`src/rtl/redux_pkg.sv`:
```
// Shared definitions for the 8-bit core's front end.
// Holds the default address/instruction widths, the reset PC and the
// fetch FSM state type used by fetch_unit.
package redux_pkg;

    localparam int             ADDR_W   = 8;
    localparam int             INSTR_W  = 8;
    localparam logic [7:0]     RESET_PC = 8'h00;

    typedef enum logic [1:0] {
        S_BOOT  = 2'd0,
        S_FETCH = 2'd1,
        S_VALID = 2'd2,
        S_HALT  = 2'd3
    } state_t;

endpackage

```
`src/rtl/pc_reg.sv`:
```
// Architectural PC flop.
// Ports:
//   clk, rst_n : clock, asynchronous active-low reset (loads RESET_VAL)
//   load       : capture d on the next rising edge
//   d          : next PC value
//   q          : current PC
module pc_reg #(
    parameter int             W         = 8,
    parameter logic [W-1:0]   RESET_VAL = '0
) (
    input  logic         clk,
    input  logic         rst_n,
    input  logic         load,
    input  logic [W-1:0] d,
    output logic [W-1:0] q
);

    always_ff @(posedge clk or negedge rst_n) begin
        if (!rst_n)    q <= RESET_VAL;
        else if (load) q <= d;
    end

endmodule

```
`src/rtl/fetch_unit.sv`:
```
// Front end of the 8-bit core: owns the PC, fetches from instruction
// memory with a req/ack handshake and holds the fetched word for decode
// under a valid/ready handshake.
// Ports:
//   clk, rst_n              : clock, asynchronous active-low reset
//   n_pc / cur_pc           : next PC from next_pc / architectural PC to next_pc
//   imem_req/addr/ack/rdata : instruction memory handshake
//   instr/instr_valid/ready : held instruction and decode handshake
//   halt / halted           : stop request (level) / halted status
//   retired                 : accepted-instruction count, wraps
module fetch_unit #(
    parameter int                ADDR_W   = redux_pkg::ADDR_W,
    parameter int                INSTR_W  = redux_pkg::INSTR_W,
    parameter logic [ADDR_W-1:0] RESET_PC = ADDR_W'(redux_pkg::RESET_PC),
    parameter int                CNT_W    = 16
) (
    input  logic               clk,
    input  logic               rst_n,
    input  logic [ADDR_W-1:0]  n_pc,
    output logic [ADDR_W-1:0]  cur_pc,
    output logic               imem_req,
    output logic [ADDR_W-1:0]  imem_addr,
    input  logic               imem_ack,
    input  logic [INSTR_W-1:0] imem_rdata,
    output logic [INSTR_W-1:0] instr,
    output logic               instr_valid,
    input  logic               instr_ready,
    input  logic               halt,
    output logic               halted,
    output logic [CNT_W-1:0]   retired
);

    import redux_pkg::*;

    state_t state, state_nxt;
    logic   accept;
    logic   capture;

    // Outputs decode straight from the state register so an asynchronous
    // reset drops the request in the same instant.
    always_comb begin
        state_nxt   = state;
        imem_req    = 1'b0;
        instr_valid = 1'b0;
        halted      = 1'b0;
        accept      = 1'b0;
        capture     = 1'b0;
        unique case (state)
            S_BOOT:  state_nxt = S_FETCH;
            S_FETCH: begin
                // halt is not looked at: an issued fetch always completes
                imem_req = 1'b1;
                if (imem_ack) begin
                    capture   = 1'b1;
                    state_nxt = S_VALID;
                end
            end
            S_VALID: begin
                instr_valid = 1'b1;
                if (instr_ready) begin
                    accept    = 1'b1;
                    state_nxt = halt ? S_HALT : S_FETCH;
                end
            end
            S_HALT: begin
                halted = 1'b1;
                if (!halt) state_nxt = S_FETCH;
            end
            default: state_nxt = S_BOOT;
        endcase
    end

    always_ff @(posedge clk or negedge rst_n) begin
        if (!rst_n) state <= S_BOOT;
        else        state <= state_nxt;
    end

    always_ff @(posedge clk or negedge rst_n) begin
        if (!rst_n)       instr <= '0;
        else if (capture) instr <= imem_rdata;
    end

    always_ff @(posedge clk or negedge rst_n) begin
        if (!rst_n)      retired <= '0;
        else if (accept) retired <= retired + CNT_W'(1);
    end

    // n_pc is taken as-is; any wrap or branch arithmetic lives in next_pc.
    pc_reg #(
        .W         (ADDR_W),
        .RESET_VAL (RESET_PC)
    ) u_pc_reg (
        .clk   (clk),
        .rst_n (rst_n),
        .load  (accept),
        .d     (n_pc),
        .q     (cur_pc)
    );

    assign imem_addr = cur_pc;

endmodule

```
`config.mk`:
```
export PLATFORM = sky130hd
export DESIGN_NAME = fetch_unit
export DESIGN_NICKNAME = d
export VERILOG_FILES = /design/src/rtl/redux_pkg.sv /design/src/rtl/pc_reg.sv /design/src/rtl/fetch_unit.sv
export SDC_FILE = /design/constraint.sdc
export NUM_CORES = 1
export LEC_CHECK = 0
export ABC_CLOCK_PERIOD_IN_PS = 1600
export CAP_MARGIN = 0
export CORE_MARGIN = 4
export CORE_UTILIZATION = 38
export DETAILED_ROUTE_END_ITERATION = 10
export HOLD_SLACK_MARGIN = 0.12
export MAX_ROUTING_LAYER = met4
export PLACE_DENSITY = 0.83
export SLEW_MARGIN = 20
export SYNTH_ARGS = -nofsm -noshare
export SYNTH_HDL_FRONTEND = slang
export SYNTH_SLANG_ARGS = --single-unit
```
`constraint.sdc`:
```
create_clock -name clk -period 1.6 [get_ports clk]
set_input_delay 0.24 -clock clk [delete_from_list [all_inputs] [get_ports clk]]
set_output_delay 0.24 -clock clk [all_outputs]
set_load 0.03 [all_outputs]
```
Yosys cells after proc, flatten, opt, wreduce, memory -nomap -nowiden:

Cells that the tools add are included.
Widths: inputs -> output; s select.

* reductions and logical operators: 2
* multiplexer cells: 12
* add/sub/neg operators: 1
* equal/unequal tests: 6

Operators with widths (count)
* $add 16x1->16 const B: 1
* $mux 2: 4
* $pmux 2 s4: 1
* $mux 1: 7
* $ne 2x2->1 const B: 3
* $eq 2x2->1 const B: 2
* $reduce_and 3->1: 1
* $eq 2x1->1 const B: 1
* $logic_not 2->1: 1

* logic and storage cells: 25
* input bits: 21
* register bits: 34

Longest topological paths before layout:

Gate-level depths: netlist of run 1.

* depth in word-level cells: 3
* mapped depth: 6
* mapped depth without buffers: 6

By module:

A second synthesis of run 1 with hierarchy kept.

* cell total of the unflattened synthesis: 120
* area, all modules: 1584.0 um^2

Modules (own cells, without submodules)
* fetch_unit: area an instance 1252.5 um^2, instances 1, cells an instance 103
* pc_reg: area an instance 331.6 um^2, instances 1, cells an instance 17

Worst setup path before layout of run 1:

No wires, ideal clock.

* path kind: register -> register
* start: reg retired[0]
* end: reg retired[14]
* data required time: 1467 ps
* library setup time: 133 ps
* period minus slack after synthesis: 1624 ps
* slack: -24 ps
* stages on the path, launching flop included: 6
* arrival time: 1490 ps
* path through: dfrtp_1 ha_1 nand3_2 nor4_2 nand3_1 xnor2_1

* longest elaborated chain between the ends: 1

Ends and longest elaborated chain
* start: declaration: line fetch_unit.sv:30 `output logic [CNT_W-1:0] retired`
* start signal: assignment: line fetch_unit.sv:85 `else if (accept) retired <= retired + CNT_W'(1);`
* $add 16x1->16: line fetch_unit.sv:85

Every way passes these cells.
A chain may end at the register's enable or synchronous reset.

Worst setup path after layout of run 1:

* start: reg u_pc_reg.q[7]
* end: out imem_addr[7]

RTL lines
* start: declaration: line pc_reg.sv:15 `output logic [W-1:0] q`
* start signal: assignment: line pc_reg.sv:19 `if (!rst_n) q <= RESET_VAL;`
* start signal: assignment: line pc_reg.sv:20 `else if (load) q <= d;`
* end: declaration: line fetch_unit.sv:22 `output logic [ADDR_W-1:0] imem_addr,`

No word-level cell between the ends.

==> results of run 1 <==
## stage by stage
| stage | total power (W) | util, % |
|---|---|---|
| floorplan | 0.00270 | - |
| global placement | 0.00349 | 59.4 |
| detailed placement | 0.00358 | 59.4 |
| CTS | 0.00416 | 61.5 |
| global route | 0.00436 | 63.2 |
| finish | 0.00411 | 63.2 |
## registers in the layout, summed over array words and instances, names as in the netlist
| name | count |
|---|---|
| instr | 8 |
| retired | 16 |
| state | 2 |
| u_pc_reg.q | 8 |
## cell families after synthesis
group | count (synthesis) | share of synthesized area, %
flip-flops | 34 | 56.5
adder cells (fa/ha/maj) | 6 | 4.99
XOR/XNOR | 15 | 8.73
AND/OR/NAND/NOR | 27 | 10.1
multiplexers | 17 | 12.7
AO/OA/AOI/OAI | 4 | 1.75
buffers and inverters | 13 | 5.24
## repair_timing
| action | CTS | global route |
|---|---|---|
| pin swaps | 1 | 3 |
| endpoints found under the setup margin | 29 | 37 |
| resized for setup | 25 | 26 |
## layout make-up
cell class	count	area share, %
repair buffers	72	30.1
well taps	48	2.54
inverters	5	0.794
clock buffers	7	3.65
clock inverters	1	0.212
flip-flops and latches	34	36.1
multi-input cells	69	26.6
## power groups by stage
| stage | Sequential, W | Combinational [W] | Clock (W) |
|---|---|---|---|
| after floorplan | 0.00184 | 0.000864 | 0 |
| after global placement | 0.00133 | 0.00216 | 0 |
| after detailed placement | 0.00135 | 0.00222 | 0 |
| after CTS | 0.00134 | 0.00216 | 0.000663 |
| after global routing | 0.00139 | 0.00226 | 0.000705 |
| final | 0.00135 | 0.00214 | 0.000630 |
## worst min-delay path by stage
stage                startpoint             to  slack [ps]  cells past startpoint
finish                    rst_n  u_pc_reg.q[2]         360                      2
CTS                       rst_n     retired[2]         370                      2
global route              rst_n     retired[9]         400                      2
floorplan                 rst_n       instr[0]         -60                      0
detailed placement  retired[15]    retired[15]         480                      1
global placement    retired[15]    retired[15]         470                      1
## cells in the final DEF (no fill, tap or decap), types with 2 or more instances in the layout
cell,n
xnor2_1,8
dlymetal6s2s_1,15
and3_1,3
ha_1,5
inv_1,4
mux2_2,17
dfrtp_1,31
nor4_4,2
clkdlybuf4s50_1,26
xor2_1,7
nor2_1,3
clkbuf_8,6
nand2_1,9
nand3_1,4
dlygate4sd2_1,19
buf_4,9
dfrtp_2,3
## per-layer routing
metal  global-route usage [%]  wire length [um]  vias to the layer above  part of all wire, %
li1                         -                 -                      529                    -
met1                     17.2              1300                      555                   36
met2                     28.7              2040                       38                   57
met3                     4.26               176                        4                  4.9
met4                     7.52                68                        0                  1.9
met5                        -                 0                        -                    0
==> results.py, run 1 <==
metrics = {
    "synth": {
        "ys_ff_latch": 34,
        "synth_top_cell_area_share_pct": 56.5,
        "synthDistinctLibCells": 20,
        "ys_seq_area_share_pct": 56.5,
        "synthesis.area_um2": 1510,
        "synth-edff-count": 0,
        "yosys.area.top_type": "dfrtp_1",
        "syn-num-nets": 143,
        "synth_area_leaders": "dfrtp_1 57%, mux2_2 13%, ha_1 5.0%",
        "synthFlopType": "dfrtp_1",
        "ys_warn_count": 0,
        "syn_area_per_cell_um2": 13.0,
        "async_flop_share_pct": 100,
        "yosysMostFrequentCell": "dfrtp_1",
        "synthTopCellsByCount": "34 x dfrtp_1, 17 x mux2_2, 10 x nand2_1",
        "syn_inst": 116,
    },
    "placed_design": {
        "pre_cts_slack_ps": -151,
        "port_buffers": 63,
        "placedInstanceArea_um2": 2220,
        "dp.cells": 228,
        "place.gp.congestion": 0.727,
        "hpwl_mm": 2.72,
    },
    "die": {
        "start_util_pct": 40.2,
        "fp.dieH_um": 70.9,
        "rows": 22,
        "die-area_um2": 5030,
        "core_um2": 3740,
        "die_w_um": 70.9,
        "ioPinCount": 64,
    },
    "worst_setup_path": {
        "cp-start-kind": "register",
        "cp_slowest_stage_delay_ps": 680,
        "reg2reg_to": "retired[15]",
        "crit_type": "register to output port",
        "critPathTopFamily": "buffers and inverters",
        "cp_max_fo": 3,
        "ff2ff_path_depth": 6,
        "reg2reg_from": "state[0]",
        "required_ps": 1360,
        "path_cells": "clkdlybuf4s50_1",
        "cp-end-kind": "output port",
        "crit_cells": 1,
        "crit_slowest_cell": "clkdlybuf4s50_1",
        "path_buf_inv": 1,
        "crit_arrival_ps": 1310,
        "setup.worst_path.end": "imem_addr[7]",
        "cp-startpoint": "u_pc_reg.q[7]",
        "r2r_slack_ps": 90,
    },
    "status": {
        "status": "completed",
    },
    "global_route": {
        "first_global_vias": 1258,
        "grt_usage_pct": 16.4,
        "antenna_found_initial": 0,
        "grt_pass1_wl_mm": 6.16,
        "grt_max_degree": 35,
        "overflow": 0,
    },
    "route": {
        "detail-route-antenna-nets": 0,
        "dr.pass1.iters": 4,
        "drt_iter0_drc": 74,
        "drc": 0,
        "wl_per_cell_um": 15.2,
        "wirelength_mm": 3.58,
        "dr_total_vias": 1126,
        "viasPerCell": 4.77,
    },
    "timing": {
        "period_share_pct": 97.1,
        "final_max_slew_viol_count": 0,
        "fin_crit_ps": 1550,
        "fin_setup_tns_ps": 0,
        "setup_slack_ps": 46.0,
        "hold_violations": 0,
        "tightest_slew_ps": 422,
        "finalSetupViolCount": 0,
        "fmax_mhz": 644,
        "skew_ps": 3.68,
        "timing.hold.ws_ps": 360,
        "slew_headroom_pct": 71.9,
    },
    "cts": {
        "cts_buffers": 5,
        "clock_latency_ps": 280,
        "cts-root-buf": "clkbuf_8",
        "clk_pin_slew_ps": 60,
        "cts-htree-levels": 2,
        "hold_buffers": 0,
        "cts_tree": "built",
        "post-cts-setup-buffers": 0,
        "cts_sinks": 34,
        "clockBufferDepth": 2,
    },
    "hold_path": {
        "hp-class": "input port to asynchronous set/reset pin",
    },
    "power": {
        "powerDensity_nw_per_um2": 1740,
        "p_comb_share_pct": 51.9,
        "switching_share_pct": 42.0,
        "vdd_drop_max_uv": 878,
        "seq_power_share_pct": 32.8,
        "clkPwrFrac_pct": 15.3,
        "p_int_w": 0.00239,
        "leakage_nw": 1.31,
        "p_sw_w": 0.00173,
    },
    "finish": {
        "ff_latch_area_um2": 855,
        "instances_no_fill": 236,
        "fillers": 323,
        "multi_input_area_um2": 628,
        "fin_area_um2": 2360,
        "area_growth_pct": 57.1,
        "drive_gt1_share_pct": 25.5,
        "n_antenna_cell": 0,
        "nets": 214,
    },
    "run": {
        "cap_violations": 0,
    },
}
(Power assumes the default switching activity.)
==> run 2: changes to the inputs <==
--- a/config.mk
+++ b/config.mk
@@ -7,7 +7,7 @@
 export LEC_CHECK = 0
 export ABC_CLOCK_PERIOD_IN_PS = 1600
 export CAP_MARGIN = 0
-export CORE_MARGIN = 4
+export CORE_MARGIN = 5
 export CORE_UTILIZATION = 38
 export DETAILED_ROUTE_END_ITERATION = 10
 export HOLD_SLACK_MARGIN = 0.12
==> run 2 against run 1 <==
- fmax decreased by 0.52%
- register-to-register slack worse by 40 ps
- sequential power barely moved
- critical path depth did not move
- critical endpoint is now cur_pc[2]
- highest routed layer unchanged
==> results.py, run 2 (synthesized netlist as in run 1, its figures left out) <==
metrics = {
    "die": {
        "rows": 22,
        "fp.dieH_um": 72.9,
        "die-area_um2": 5320,
        "die_w_um": 72.9,
        "ioPinCount": 64,
        "core_um2": 3740,
        "start_util_pct": 40.2,
    },
    "finish": {
        "drive_gt1_share_pct": 26.1,
        "n_antenna_cell": 0,
        "nets": 214,
        "fin_area_um2": 2340,
        "final_common_cell": "clkdlybuf4s50_1",
        "largest_reg_flops": 16,
        "mostFrequentLayoutCells": "35 x clkdlybuf4s50_1, 32 x dfrtp_1, 17 x mux2_2, 17 x dlygate4sd2_1, 11 x buf_4",
        "area_growth_pct": 55.8,
        "fin_util_pct": 62.6,
        "regMostFlops": "retired",
        "top_regs": "retired (16), instr (8), u_pc_reg.q (8)",
        "fillers": 311,
    },
    "worst_setup_path": {
        "path_buf_inv": 1,
        "cp_max_fo": 3,
        "reg2reg_from": "state[0]",
        "ff2ff_path_depth": 6,
        "crit_slowest_cell": "clkdlybuf4s50_1",
        "crit_cells": 1,
        "crit_type": "register to output port",
        "r2r_slack_ps": 50,
        "setup.worst_path.end": "cur_pc[2]",
        "path_cells": "clkdlybuf4s50_1",
        "cp-end-kind": "output port",
        "cp_slowest_stage_delay_ps": 680,
        "cp-startpoint": "u_pc_reg.q[2]",
        "critPathTopFamily": "buffers and inverters",
        "required_ps": 1360,
        "cp-start-kind": "register",
        "reg2reg_to": "retired[8]",
        "crit_arrival_ps": 1320,
    },
    "status": {
        "status": "completed",
    },
    "cts": {
        "clk_pin_slew_ps": 70,
        "cts_buffers": 5,
        "hold_buffers": 0,
        "cts_tree": "built",
        "cts-root-buf": "clkbuf_8",
        "clock_latency_ps": 280,
        "clockBufferDepth": 2,
        "cts-htree-levels": 2,
        "post-cts-setup-buffers": 0,
        "cts_sinks": 34,
    },
    "global_route": {
        "grt_max_degree": 24,
        "overflow": 0,
        "grt_usage_pct": 14.9,
        "antenna_found_initial": 0,
        "grt_pass1_wl_mm": 5.77,
        "first_global_vias": 1214,
    },
    "timing": {
        "setup_slack_ps": 37.8,
        "skew_ps": 1.87,
        "period_share_pct": 97.6,
        "finalSetupViolCount": 0,
        "fin_setup_tns_ps": 0,
        "fin_crit_ps": 1560,
        "hold_violations": 0,
        "final_max_slew_viol_count": 0,
        "slew_headroom_pct": 76.3,
        "tightest_slew_ps": 354,
        "rsz0062_at_grt": "yes",
        "fmax_mhz": 640,
    },
    "hold_path": {
        "hp-class": "input port to asynchronous set/reset pin",
    },
    "route": {
        "wirelength_mm": 3.61,
        "dr.pass1.iters": 3,
        "drt_iter0_drc": 51,
        "dr_total_vias": 1115,
        "viasPerCell": 4.72,
        "drc": 0,
        "wl_per_cell_um": 15.3,
        "detail-route-antenna-nets": 0,
    },
    "placed_design": {
        "place.gp.congestion": 0.720,
        "placedInstanceArea_um2": 2210,
        "port_buffers": 63,
        "pre_cts_slack_ps": -150,
        "hpwl_mm": 2.84,
    },
    "power": {
        "vdd_drop_max_uv": 1040,
        "leakage_nw": 1.22,
        "powerDensity_nw_per_um2": 1770,
    },
    "run": {
        "cap_violations": 0,
    },
}
==> run 2: cell count changes in the layout (fill, tap and decap cells not counted), sizes merged <==
cell and delta:
clkbuf -1, dlygate4sd2 -2, dlymetal6s2s -7, clkdlybuf4s15 +1, clkdlybuf4s50 +9
==> run 2: timing repair <==
action,4_1_cts,5_1_grt
endpoints found under the setup margin,31,30
cloned,0,0
gates resized for setup,22,15
pin swaps,2,0
==> run 2: worst min-delay path by stage <==
| stage | startpoint | end | depth (start not counted) |
|---|---|---|---|
| detailed placement | retired[15] | retired[15] | 1 |
| global placement | retired[15] | retired[15] | 1 |
| global route | rst_n | instr[1] | 2 |
| floorplan | rst_n | instr[0] | 0 |
| CTS | rst_n | instr[1] | 2 |
| finish | rst_n | u_pc_reg.q[3] | 2 |
==> run 2: routing by layer <==
layer / vias to the layer above / routed length (um) / GRT usage (%)
met5: - / 0 / -
li1: 525 / - / -
met4: 0 / 97 / 7.38
met2: 34 / 2030 / 26.8
met3: 8 / 173 / 2.48
met1: 548 / 1300 / 15.5
==> run 2: layout make-up <==
class	instances	area (um^2)	share of cell area, %
tap	48	60.1	2.56
clock buffer	7	86.3	3.68
sequential	34	853	36.4
timing repair buffer	72	693	29.6
multi-input combinational	69	628	26.8
inverter	5	18.8	0.800
clock inverter	1	5.00	0.213
==> run 2: power breakdown <==
| group | internal (W) | switching (W) | total, W |
|---|---|---|---|
| sequential | 0.00114 | 0.000194 | 0.00133 |
| clock | 0.000347 | 0.000292 | 0.000639 |
| combinational | 0.000946 | 0.00124 | 0.00219 |
| total | 0.00243 | 0.00173 | 0.00416 |
==> run 2: metrics by stage <==
step	total power [W]	hold slack, ps	std cells
CTS	0.00419	307	236
global route	0.00435	330	236
global placement	0.00350	460	228
detailed placement	0.00358	479	228
floorplan	0.00270	-55.6	116
finish	0.00416	315	236
==> run 3: changes to the inputs <==
--- a/config.mk
+++ b/config.mk
@@ -7,12 +7,14 @@
 export LEC_CHECK = 0
 export ABC_CLOCK_PERIOD_IN_PS = 1600
 export CAP_MARGIN = 0
+export CELL_PAD_IN_SITES_DETAIL_PLACEMENT = 0
+export CELL_PAD_IN_SITES_GLOBAL_PLACEMENT = 1
 export CORE_MARGIN = 5
-export CORE_UTILIZATION = 38
+export CORE_UTILIZATION = 29
 export DETAILED_ROUTE_END_ITERATION = 10
 export HOLD_SLACK_MARGIN = 0.12
 export MAX_ROUTING_LAYER = met4
-export PLACE_DENSITY = 0.83
+export PLACE_DENSITY = 0.82
 export SLEW_MARGIN = 20
 export SYNTH_ARGS = -nofsm -noshare
 export SYNTH_HDL_FRONTEND = slang
==> run 3 against run 2 <==
- count of clock-buffer cells in the layout decreased by 2
- die area increased by 27%
- critical path type unchanged
- first-iteration DRC count decreased by 16%
- non-clock buffer count increased by 4
- sequential share of layout area decreased by 1.6 points
==> results.py, run 3 (synthesized netlist as in run 1, its figures left out) <==
metrics = {
    "worst_setup_path": {
        "cp-end-kind": "output port",
        "ff2ff_path_depth": 7,
        "crit_cells": 1,
        "cp_max_fo": 3,
        "crit_type": "register to output port",
        "required_ps": 1360,
        "crit_slowest_cell": "clkdlybuf4s50_1",
        "reg2reg_from": "state[0]",
        "critPathTopFamily": "buffers and inverters",
        "path_buf_inv": 1,
        "cp_slowest_stage_delay_ps": 680,
        "reg2reg_to": "retired[11]",
        "crit_arrival_ps": 1310,
        "cp-start-kind": "register",
        "path_cells": "clkdlybuf4s50_1",
        "r2r_slack_ps": 110,
    },
    "die": {
        "rows": 26,
        "ioPinCount": 64,
        "die_w_um": 82.0,
        "fp.dieH_um": 82.0,
        "die-area_um2": 6730,
        "start_util_pct": 29.7,
        "core_um2": 5070,
    },
    "cts": {
        "cts_buffers": 5,
        "cts_tree": "built",
        "cts_sinks": 34,
        "cts-htree-levels": 2,
        "clockBufferDepth": 2,
        "cts-root-buf": "clkbuf_8",
        "clock_latency_ps": 280,
        "clk_pin_slew_ps": 70,
    },
    "timing": {
        "finalSetupViolCount": 0,
        "fin_setup_tns_ps": 0,
        "slew_headroom_pct": 77.0,
        "fin_crit_ps": 1550,
        "period_share_pct": 97.2,
        "fmax_mhz": 643,
        "tightest_slew_ps": 344,
        "final_max_slew_viol_count": 0,
        "skew_ps": 6.72,
        "timing.hold.ws_ps": 330,
        "rsz0062_at_grt": "no",
        "hold_violations": 0,
    },
    "global_route": {
        "overflow": 0,
        "antenna_found_initial": 0,
        "grt_max_degree": 35,
        "first_global_vias": 1203,
        "grt_pass1_wl_mm": 5.59,
        "grt_usage_pct": 11.4,
    },
    "placed_design": {
        "port_buffers": 63,
        "place.gp.congestion": 0.785,
        "hpwl_mm": 2.62,
    },
    "route": {
        "dr_total_vias": 1099,
        "dr.pass1.iters": 2,
        "viasPerCell": 4.19,
        "drc": 0,
        "highest_layer": "met4",
        "drt_iter0_drc": 43,
        "met3_length_um": 120,
        "route.met2.wl_mm": 1.86,
        "detail-route-antenna-nets": 0,
        "wl_met1_mm": 1.40,
        "wl_per_cell_um": 13.1,
        "wirelength_mm": 3.44,
    },
    "finish": {
        "final_common_cell": "dfrtp_1",
        "top_regs": "retired (16), instr (8), u_pc_reg.q (8)",
        "regMostFlops": "retired",
        "multi_input_area_um2": 606,
        "n_antenna_cell": 0,
        "ff_latch_area_um2": 855,
        "largest_reg_flops": 16,
        "drive_gt1_share_pct": 26.0,
        "area_growth_pct": 63.1,
        "fillers": 481,
        "mostFrequentLayoutCells": "31 x dfrtp_1, 29 x clkdlybuf4s50_1, 17 x mux2_2",
        "nets": 218,
    },
    "power": {
        "powerDensity_nw_per_um2": 1750,
        "vdd_drop_max_uv": 824,
        "leakage_nw": 1.32,
        "power_w": 0.00429,
    },
    "hold_path": {
        "hp-class": "input port to asynchronous set/reset pin",
    },
    "run": {
        "cap_violations": 0,
    },
    "status": {
        "status": "completed",
    },
}
-- run 3: cell types whose count changed in the layout (fill, tap and decap cells not counted), moves of 2 or more --
cell,delta
dlymetal6s2s_1,+7
clkdlybuf4s50_1,-6
buf_12,+3
ha_2,-2
nand2_1,+2
nand2_2,-2
nor3_1,+2
nor3_2,-2
-- run 3: where the power goes --
group | switching [W] | internal (W)
combinational | 0.00121 | 0.000978
sequential | 0.000205 | 0.00114
clock | 0.000300 | 0.000458
total | 0.00172 | 0.00258
-- run 3: layout make-up --
type | instances | area share [%]
Multi-Input combinational cell | 69 | 24.7
Sequential cell | 34 | 34.8
Inverter | 5 | 0.765
Clock buffer | 5 | 2.80
Tap cell | 70 | 3.57
Clock inverter | 3 | 1.63
Timing Repair Buffer | 76 | 31.8
-- run 3: worst max-delay path by stage --
stage                             start     endpoint  slack [ps]
final                     u_pc_reg.q[1]    cur_pc[1]          50
after global placement      instr_ready  retired[15]         -80
after global routing      u_pc_reg.q[1]    cur_pc[1]         0.9
after detailed placement    instr_ready  retired[15]        -100
after floorplan                state[0]  retired[15]           6
after CTS                 u_pc_reg.q[5]    cur_pc[5]         0.5
-- run 3: per-stage QoR --
step,util [%],cell area (um^2),instances,setup slack (ps)
floorplan,-,1520,116,6.20
global placement,45.3,2300,253,-76.3
detailed placement,45.3,2300,253,-96.2
CTS,47.1,2390,261,0.467
global route,48.4,2450,262,0.924
finish,48.4,2450,262,45.4
-- run 3: routing by layer --
| metal | global-route usage (%) | vias up |
|---|---|---|
| li1 | - | 536 |
| met1 | 12.3 | 532 |
| met2 | 19.5 | 26 |
| met3 | 3.40 | 5 |
| met4 | 4.49 | 0 |
| met5 | - | - |
-- run 3: timing repair --
item	4_1_cts	5_1_grt
endpoints found under the setup margin	21	21
gates resized for setup	20	19
pin swaps	1	4
hold buffers	0	0
buffers inserted	0	1
